==> config.mk <==
export PLATFORM = sky130hd
export DESIGN_NAME = multicycle_control
export DESIGN_NICKNAME = d
export VERILOG_FILES = /design/src/rtl/riscv_pkg.sv /design/src/rtl/instr_decoder.sv /design/src/rtl/multicycle_control.sv
export SDC_FILE = /design/constraint.sdc
export NUM_CORES = 1
export LEC_CHECK = 0
export CORE_MARGIN = 1.5
export CORE_UTILIZATION = 43
export CTS_CLUSTER_SIZE = 24
export DETAILED_ROUTE_END_ITERATION = 10
export HOLD_SLACK_MARGIN = 0.06
export PLACE_DENSITY = 0.88
export SYNTH_ARGS = -nofsm -noshare
export SYNTH_HDL_FRONTEND = slang
export SYNTH_SLANG_ARGS = --single-unit
==> constraint.sdc <==
create_clock -name clk -period 2.36 [get_ports clk]
set_clock_uncertainty 0.1 [all_clocks]
set_input_delay 0.472 -clock clk [delete_from_list [all_inputs] [get_ports clk]]
set_output_delay 0.472 -clock clk [all_outputs]
set_load 0.03 [all_outputs]
==> src/rtl/riscv_pkg.sv <==
// Purpose: shared opcode constants, FSM state encoding and control-field encodings
//          for the multicycle RV32 control unit.
// Latency/backpressure: none (declarations only).
package riscv_pkg;

  // Supported major opcodes (instruction bits [6:0])
  localparam logic [6:0] OP_R      = 7'b0110011;
  localparam logic [6:0] OP_I      = 7'b0010011;
  localparam logic [6:0] OP_LOAD   = 7'b0000011;
  localparam logic [6:0] OP_STORE  = 7'b0100011;
  localparam logic [6:0] OP_BRANCH = 7'b1100011;
  localparam logic [6:0] OP_JAL    = 7'b1101111;
  localparam logic [6:0] OP_JALR   = 7'b1100111;

  typedef enum logic [2:0] {
    ST_FETCH  = 3'd0,
    ST_DECODE = 3'd1,
    ST_EXEC   = 3'd2,
    ST_MEM    = 3'd3,
    ST_WB     = 3'd4,
    ST_TRAP   = 3'd5
  } state_t;

  // ImmSrc encodings
  localparam logic [2:0] IMM_I = 3'b000;
  localparam logic [2:0] IMM_S = 3'b001;
  localparam logic [2:0] IMM_B = 3'b101;
  localparam logic [2:0] IMM_J = 3'b110;

  // RUDataWrSrc encodings
  localparam logic [1:0] RU_ALU = 2'b00;
  localparam logic [1:0] RU_MEM = 2'b01;
  localparam logic [1:0] RU_PC4 = 2'b10;

  // Instruction class, selects the path taken out of EXEC and MEM
  localparam logic [2:0] CLS_ALU    = 3'd0;
  localparam logic [2:0] CLS_LOAD   = 3'd1;
  localparam logic [2:0] CLS_STORE  = 3'd2;
  localparam logic [2:0] CLS_BRANCH = 3'd3;
  localparam logic [2:0] CLS_JUMP   = 3'd4;

  // fun3 of the shift-right group, where fun7[5] picks arithmetic vs logical
  localparam logic [2:0] F3_SR = 3'b101;

endpackage

==> src/rtl/instr_decoder.sv <==
// Purpose: combinational opcode/fun3/fun7 decode into datapath control fields + valid.
// Latency: 0 cycles (pure combinational).
// Backpressure: none; the parent registers the outputs in DECODE.
// Ports: i_opcode/i_fun3/i_fun7 instruction fields in; o_valid (opcode supported),
//        o_cls (instruction class), o_imm_src, o_alu_a_src, o_alu_b_src, o_alu_op,
//        o_ru_src out.
module instr_decoder
  import riscv_pkg::*;
(
  input  logic [6:0] i_opcode,
  input  logic [2:0] i_fun3,
  input  logic [6:0] i_fun7,
  output logic       o_valid,
  output logic [2:0] o_cls,
  output logic [2:0] o_imm_src,
  output logic       o_alu_a_src,
  output logic       o_alu_b_src,
  output logic [3:0] o_alu_op,
  output logic [1:0] o_ru_src
);

  // Only fun7[5] selects an ALU variant (sub / sra); the other bits are ignored.
  logic w_unused_fun7;
  assign w_unused_fun7 = ^{i_fun7[6], i_fun7[4:0]};

  always_comb begin
    o_valid     = 1'b0;
    o_cls       = CLS_ALU;
    o_imm_src   = IMM_I;
    o_alu_a_src = 1'b0;
    o_alu_b_src = 1'b0;
    o_alu_op    = 4'b0000;
    o_ru_src    = RU_ALU;
    case (i_opcode)
      OP_R: begin
        o_valid  = 1'b1;
        o_alu_op = {i_fun7[5], i_fun3};
      end
      OP_I: begin
        o_valid     = 1'b1;
        o_alu_b_src = 1'b1;
        // For I-type, fun7 is part of the immediate except on shifts
        o_alu_op    = (i_fun3 == F3_SR) ? {i_fun7[5], i_fun3} : {1'b0, i_fun3};
      end
      OP_LOAD: begin
        o_valid     = 1'b1;
        o_cls       = CLS_LOAD;
        o_alu_b_src = 1'b1;
        o_ru_src    = RU_MEM;
      end
      OP_STORE: begin
        o_valid     = 1'b1;
        o_cls       = CLS_STORE;
        o_imm_src   = IMM_S;
        o_alu_b_src = 1'b1;
      end
      OP_BRANCH: begin
        // ALU forms the target PC+imm; the comparison arrives as br_taken
        o_valid     = 1'b1;
        o_cls       = CLS_BRANCH;
        o_imm_src   = IMM_B;
        o_alu_a_src = 1'b1;
        o_alu_b_src = 1'b1;
      end
      OP_JAL: begin
        o_valid     = 1'b1;
        o_cls       = CLS_JUMP;
        o_imm_src   = IMM_J;
        o_alu_a_src = 1'b1;
        o_alu_b_src = 1'b1;
        o_ru_src    = RU_PC4;
      end
      OP_JALR: begin
        o_valid     = 1'b1;
        o_cls       = CLS_JUMP;
        o_alu_b_src = 1'b1;
        o_ru_src    = RU_PC4;
      end
      default: ;
    endcase
  end

endmodule

==> src/rtl/multicycle_control.sv <==
// Purpose: multicycle RV32 control FSM (FETCH/DECODE/EXEC/MEM/WB/TRAP).
// Latency: branch 3, R/I/store/jal/jalr 4, load 5 cycles; +1 per mem_ready-low cycle.
// Backpressure: FETCH and MEM hold while mem_ready is low.
// Ports: clk, rst_n; opCode/fun3/fun7 from the IR; br_taken, mem_ready from datapath/memory;
//        memory (MemReq, DMWr, DMCtrl), PC/IR (PCWr, PCSrc, IRWr), ALU (ImmSrc, ALUASrc,
//        ALUBSrc, ALUOpcode) and register-file (RUDataWrSrc, RUWr) controls; illegal; state.
module multicycle_control
  import riscv_pkg::*;
(
  input  logic       clk,
  input  logic       rst_n,
  input  logic [6:0] opCode,
  input  logic [2:0] fun3,
  input  logic [6:0] fun7,
  input  logic       br_taken,
  input  logic       mem_ready,
  output logic       MemReq,
  output logic       IRWr,
  output logic       PCWr,
  output logic       PCSrc,
  output logic       DMWr,
  output logic [2:0] DMCtrl,
  output logic [2:0] ImmSrc,
  output logic       ALUASrc,
  output logic       ALUBSrc,
  output logic [3:0] ALUOpcode,
  output logic [1:0] RUDataWrSrc,
  output logic       RUWr,
  output logic       illegal,
  output logic [2:0] state
);

  state_t     r_state, w_next;
  logic       w_valid;
  logic [2:0] w_cls, w_imm_src;
  logic       w_alu_a_src, w_alu_b_src;
  logic [3:0] w_alu_op;
  logic [1:0] w_ru_src;

  logic [2:0] r_cls, r_imm_src, r_dm_ctrl;
  logic       r_alu_a_src, r_alu_b_src, r_illegal;
  logic [3:0] r_alu_op;
  logic [1:0] r_ru_src;

  instr_decoder u_dec (
    .i_opcode    (opCode),
    .i_fun3      (fun3),
    .i_fun7      (fun7),
    .o_valid     (w_valid),
    .o_cls       (w_cls),
    .o_imm_src   (w_imm_src),
    .o_alu_a_src (w_alu_a_src),
    .o_alu_b_src (w_alu_b_src),
    .o_alu_op    (w_alu_op),
    .o_ru_src    (w_ru_src)
  );

  always_ff @(posedge clk or negedge rst_n) begin
    if (!rst_n) r_state <= ST_FETCH;
    else        r_state <= w_next;
  end

  // Decoded fields are captured once in DECODE so later states see a stable copy
  always_ff @(posedge clk or negedge rst_n) begin
    if (!rst_n) begin
      r_cls       <= CLS_ALU;
      r_imm_src   <= 3'b000;
      r_alu_a_src <= 1'b0;
      r_alu_b_src <= 1'b0;
      r_alu_op    <= 4'b0000;
      r_ru_src    <= 2'b00;
      r_dm_ctrl   <= 3'b000;
      r_illegal   <= 1'b0;
    end else if (r_state == ST_DECODE) begin
      r_cls       <= w_cls;
      r_imm_src   <= w_imm_src;
      r_alu_a_src <= w_alu_a_src;
      r_alu_b_src <= w_alu_b_src;
      r_alu_op    <= w_alu_op;
      r_ru_src    <= w_ru_src;
      r_dm_ctrl   <= fun3;
      if (!w_valid) r_illegal <= 1'b1;
    end
  end

  assign illegal = r_illegal;
  assign state   = r_state;

  always_comb begin
    w_next      = r_state;
    MemReq      = 1'b0;
    IRWr        = 1'b0;
    PCWr        = 1'b0;
    PCSrc       = 1'b0;
    DMWr        = 1'b0;
    DMCtrl      = 3'b000;
    ImmSrc      = 3'b000;
    ALUASrc     = 1'b0;
    ALUBSrc     = 1'b0;
    ALUOpcode   = 4'b0000;
    RUDataWrSrc = 2'b00;
    RUWr        = 1'b0;
    case (r_state)
      ST_FETCH: begin
        MemReq = 1'b1;
        IRWr   = mem_ready;
        PCWr   = mem_ready;
        if (mem_ready) w_next = ST_DECODE;
      end
      ST_DECODE: w_next = w_valid ? ST_EXEC : ST_TRAP;
      ST_EXEC: begin
        ImmSrc    = r_imm_src;
        ALUASrc   = r_alu_a_src;
        ALUBSrc   = r_alu_b_src;
        ALUOpcode = r_alu_op;
        case (r_cls)
          CLS_LOAD, CLS_STORE: w_next = ST_MEM;
          CLS_BRANCH: begin
            PCWr   = br_taken;
            PCSrc  = 1'b1;
            w_next = ST_FETCH;
          end
          CLS_JUMP: begin
            PCWr   = 1'b1;
            PCSrc  = 1'b1;
            w_next = ST_WB;
          end
          default: w_next = ST_WB;
        endcase
      end
      ST_MEM: begin
        MemReq = 1'b1;
        DMWr   = (r_cls == CLS_STORE);
        DMCtrl = r_dm_ctrl;
        if (mem_ready) w_next = (r_cls == CLS_LOAD) ? ST_WB : ST_FETCH;
      end
      ST_WB: begin
        RUWr        = 1'b1;
        RUDataWrSrc = r_ru_src;
        w_next      = ST_FETCH;
      end
      ST_TRAP: w_next = ST_TRAP;
      default: w_next = ST_FETCH;
    endcase
    // Nothing may be requested or written while reset is held, including the
    // mem_ready-driven FETCH strobes and MemReq itself.
    if (!rst_n) begin
      MemReq      = 1'b0;
      IRWr        = 1'b0;
      PCWr        = 1'b0;
      PCSrc       = 1'b0;
      DMWr        = 1'b0;
      DMCtrl      = 3'b000;
      ImmSrc      = 3'b000;
      ALUASrc     = 1'b0;
      ALUBSrc     = 1'b0;
      ALUOpcode   = 4'b0000;
      RUDataWrSrc = 2'b00;
      RUWr        = 1'b0;
    end
  end

endmodule

== After elaboration in Yosys (flattened, before gate mapping) ==
Index checks and enable logic that the tools add are counted.

* Register bits after elaboration: 21
* ROM bits: 0
* Input bits: 21
* RAM bits: 0
* Memories: 0
* Latch bits: 0
* Output and inout port bits: 24

* Eq/ne operators: 19
* Multiplexer cells: 40
* $mul: 0
* $add $sub $neg: 0
* $lt $le $gt $ge: 0
* Div/mod/pow operators: 0
* Bitwise logic cells: 1
* Shifts and indexed selects: 0
* Reductions and logical operators: 10

{| class="wikitable"
|+ Operators with widths
! cell !! count
|-
| two-way mux 3 bit || 8
|-
| equality test 7 bit, second input constant || 3
|-
| two-way mux 1 bit || 19
|-
| one-hot mux 3 bit (5 select lines) || 1
|-
| equality test 7 x 6 -> 1 bit, second input constant || 2
|-
| equality test 3 x 2 -> 1 bit, second input constant || 4
|-
| equality test 3 bit, second input constant || 4
|-
| two-way mux 4 bit || 3
|-
| one-hot mux 3 bit (4 select lines) || 1
|-
| OR reduction 2 bit || 5
|-
| one-hot mux 3 bit (3 select lines) || 1
|-
| one-hot mux 4 bit (2 select lines) || 1
|-
| equality test 7 x 2 -> 1 bit, second input constant || 1
|-
| equality test 7 x 5 -> 1 bit, second input constant || 1
|-
| OR reduction 7 bit || 1
|-
| equality test 3 x 1 -> 1 bit, second input constant || 2
|-
| one-hot mux 3 bit (2 select lines) || 1
|-
| OR reduction 6 bit || 1
|-
| two-way mux 2 bit || 2
|-
| inequality test 2 bit, second input constant || 2
|-
| one-hot mux 1 bit (2 select lines) || 2
|-
| one-hot mux 2 bit (2 select lines) || 1
|-
| AND reduction 2 bit || 2
|-
| zero test 3 bit || 1
|-
| inverter 1 bit || 1
|}

== Logic depth before layout (Yosys ltp) ==
* Depth after elaboration: 5
* Gate-level depth with buffers: 5

== Cells and area by module ==
Synthesis repeated with hierarchy kept, for this count alone.

* Cell total of the unflattened synthesis: 122
* Area, all modules: 1,338.8 um2

{| class="wikitable"
|+ Modules (own cells, without submodules)
! module !! area an instance (um2) !! cells an instance !! times used !! seq. area each (um2)
|-
| multicycle_control || 1,156.1 || 94 || 1 || 525.5
|-
| instr_decoder || 182.7 || 28 || 1 || 0.0
|}

== Least setup slack after synthesis ==
OpenSTA, ideal clock, no wires.

* Path type: register to output
* Start point: reg r_state[2], in the netlist state[2]
* End point: out DMWr
* Setup slack: -0.150 ns
* Stages on the path, launching flop included: 4
* Required time: 1.788 ns
* Arrival: 1.938 ns
* Cells stage by stage: dfrtp_1 > nor2b_1 > and3_1 > nor4bb_1

* Word-level cells in the longest chain between the ends: 3

{| class="wikitable"
|+ RTL lines
! element !! line !! source
|-
| start: declaration || multicycle_control.sv:33 || <nowiki>state_t r_state, w_next;</nowiki>
|-
| start signal: assignment || multicycle_control.sv:60 || <nowiki>else r_state <= w_next;</nowiki>
|-
| equality test 3 x 2 -> 1 bit || multicycle_control.sv:103 || <nowiki>case (r_state)</nowiki>
|-
| two-way mux 1 bit || multicycle_control.sv:103 ||
|-
| two-way mux 1 bit || multicycle_control.sv:147 || <nowiki>if (!rst_n) begin</nowiki>
|-
| end: declaration || multicycle_control.sv:21 || <nowiki>output logic DMWr,</nowiki>
|}

Every way passes these cells.

== Worst setup path after layout ==
* Start point: reg r_state[2], in the netlist state[2]
* End point: out ImmSrc[2]

* Word-level cells in the longest chain between the ends: 3

{| class="wikitable"
|+ RTL lines
! element !! line !! source
|-
| equality test 3 x 2 -> 1 bit || multicycle_control.sv:103 ||
|-
| two-way mux 3 bit || multicycle_control.sv:103 ||
|-
| two-way mux 3 bit || multicycle_control.sv:147 ||
|-
| end: declaration || multicycle_control.sv:23 || <nowiki>output logic [2:0] ImmSrc,</nowiki>
|}

Every way passes these cells.

==> results_dict.tcl <==
set metrics [dict create \
    outcome "finished, final reports clean" \
    root_buffer "clkbuf_4" \
    cts_tree "built" \
    ys_ff_latch 21 \
    grt-ovfl-total 0 \
    max_slew_margin_pct 68.4 \
    tns_ns 0 \
    tightestPinTransition_ns 0.470 \
    ys_types 47 \
    nets 179 \
    grt_setup_unrepaired "false" \
    syn_avg_cell_area_um2 10.3 \
    syn-cell-area_um2 1170 \
    vias 1050 \
    drtPass1Iterations 4 \
    min_path_type "input pin to async pin" \
    setup_viol 0 \
    antenna_found_initial 0 \
    post_cts_buffers 0 \
    die-area_um2 3040 \
    netlist_top_cells_area "dfrtp_1, and2_1, nand2_1" \
    report.final.slew_viol_count 0 \
    synth_edf_count 0 \
    synth-seq-area-share_pct 45.0 \
    cp.required_ns 1.79 \
    antenna_cells 0 \
    drt_iter0_drc 31 \
    clk_pin_slew_worst_paths_ns 0.12 \
    synth_cells 113 \
    finalPower_mw 1.08 \
    final_core_util_pct 63.8 \
    whs_ns 0.189 \
    drt_wl_total_um 2820 \
    die_h_um 55.1 \
    pin_count 45 \
    crit_type "flip-flop to output pin" \
    grt_pass1_vias 947 \
    end_kind "output pin" \
    layout_commonest_cell "buf_4" \
    gp_congestion 0.747 \
    vias_per_cell 5.61 \
    gr-usage-all-layers_pct 20.0 \
    synth_top_area_cell "dfrtp_1" \
    core.rowCount 18 \
    coreArea_um2 2520 \
    drc 0 \
    yosysTopAreaCellShare_pct 45.0 \
    areaGrowthSynthToFinish_pct 37.9 \
    cts_buffers 3 \
    fin_crit_sh_pct 94.2 \
    grt_first_pass_wirelength_um 4220 \
    die_w_um 55.1 \
    final_cell_mix "buf_4, dfrtp_1, clkdlybuf4s50_1" \
    peakVddDrop_mv 0.443 \
    h-tree-depth 1 \
    numPortBuffers 38 \
    power_leakage_nw 0.795 \
    clk_latency_ns 0.31 \
    async_flop_share_pct 100 \
    start_util_pct 46.3 \
    drv_cap 0 \
    synthFlopType "dfrtp_1" \
    routedWlPerCell_um 15.1 \
    dp_hpwl_um 2150 \
    grt_max_degree 23 \
    hold_violations 0 \
    arrival_ns 1.65 \
    p_per_area_nw_per_um2 672 \
    fin_crit_ns 2.22 \
    crit_path_start_kind "flip-flop" \
    ant_nets 0 \
    fmax_mhz 450 \
    layout-drive-gt1-share_pct 25.5 \
    ys_warn_count 0 \
    synth_fp_nets 134 \
    clkSinkCount 21 \
    cp_max_fo 8 \
    cts_buffer_depth 2 \
]
worst max-delay path, cell delays in order (launching register included):
cell and delay, ns:
dfrtp_1 0.50, nor2b_4 0.17, and3b_1 0.23, buf_4 0.15, and2_1 0.13, buf_4 0.16
path summary, 6_finish.rpt:
kind                          endpoint         from  slack (ns)  cells after the start
max in group asynchronous  r_alu_op[0]        rst_n        1.79                      2
setup / recovery             ImmSrc[2]     state[2]        0.14                      5
hold reg to reg            r_ru_src[1]  r_ru_src[1]        0.38                      1
setup reg to reg           r_alu_op[3]     state[0]        0.33                      4
hold / removal             r_alu_op[3]        rst_n        0.19                      2
min in group clk           r_ru_src[1]  r_ru_src[1]        0.38                      1
metrics by stage:
stage | setup WS [ns] | cell area [um2] | cells
after floorplan | 0.143 | 1170 | 113
after global placement | -0.117 | 1570 | 183
after detailed placement | -0.150 | 1570 | 183
after CTS | 0.128 | 1610 | 187
after global routing | 0.0345 | 1610 | 187
final | 0.136 | 1610 | 187
state kept, by name (all words and copies together) (netlist names), 2 cells and up:
register and cells:
state 3, r_dm_ctrl 3, r_imm_src 3, r_cls 3, r_alu_op 4, r_ru_src 2
area by class of cell:
cell class	instances	area, um2
Sequential cell	21	526
Timing Repair Buffer	47	400
Tap cell	30	37.5
Fill cell	202	912
Clock buffer	4	26.3
Multi-Input combinational cell	82	609
Inverter	3	11.3
where the power goes:
| part | internal [mW] | leakage [nW] | switching [mW] |
|---|---|---|---|
| Clock | 0.0661 | 0.0150 | 0.114 |
| Combinational | 0.183 | 0.504 | 0.233 |
| Sequential | 0.419 | 0.275 | 0.0677 |
metal layers:
| layer | vias to the layer above | GRT usage [%] | part of all wire [%] |
|---|---|---|---|
| met5 | - | 0 | 0 |
| met4 | 0 | 9.76 | 2.7 |
| met2 | 36 | 33.5 | 50 |
| met3 | 11 | 2.42 | 4.4 |
| met1 | 504 | 25.5 | 43 |
| li1 | 499 | - | - |
kinds of logic after synthesis:
logic type	after synthesis	share of synthesized area, %
mux	3	2.79
xor+xnor	3	2.25
compound gates	25	17.7
simple gates	51	28.3
buf+inv	10	3.97
flops	21	45.0
what timing repair did:
action | 4_1_cts | 5_1_grt
endpoints found under the setup margin | 18 | 0
hold buffers | 0 | 0
gates resized for setup | 4 | 0
synth_stat cells (2+ instances only):
cell / n
xor2_1: 2
nand2_1: 10
and2_1: 15
nor2_1: 2
clkbuf_1: 5
a22o_1: 4
nor2b_1: 2
dfrtp_1: 21
inv_1: 3
and3_1: 3
nand2b_1: 2
nor3_1: 2
mux2_2: 2
o41ai_1: 2
nor4bb_1: 2
o31ai_1: 2
nand3_1: 2
a21o_1: 3
(Power assumes the default switching activity.)
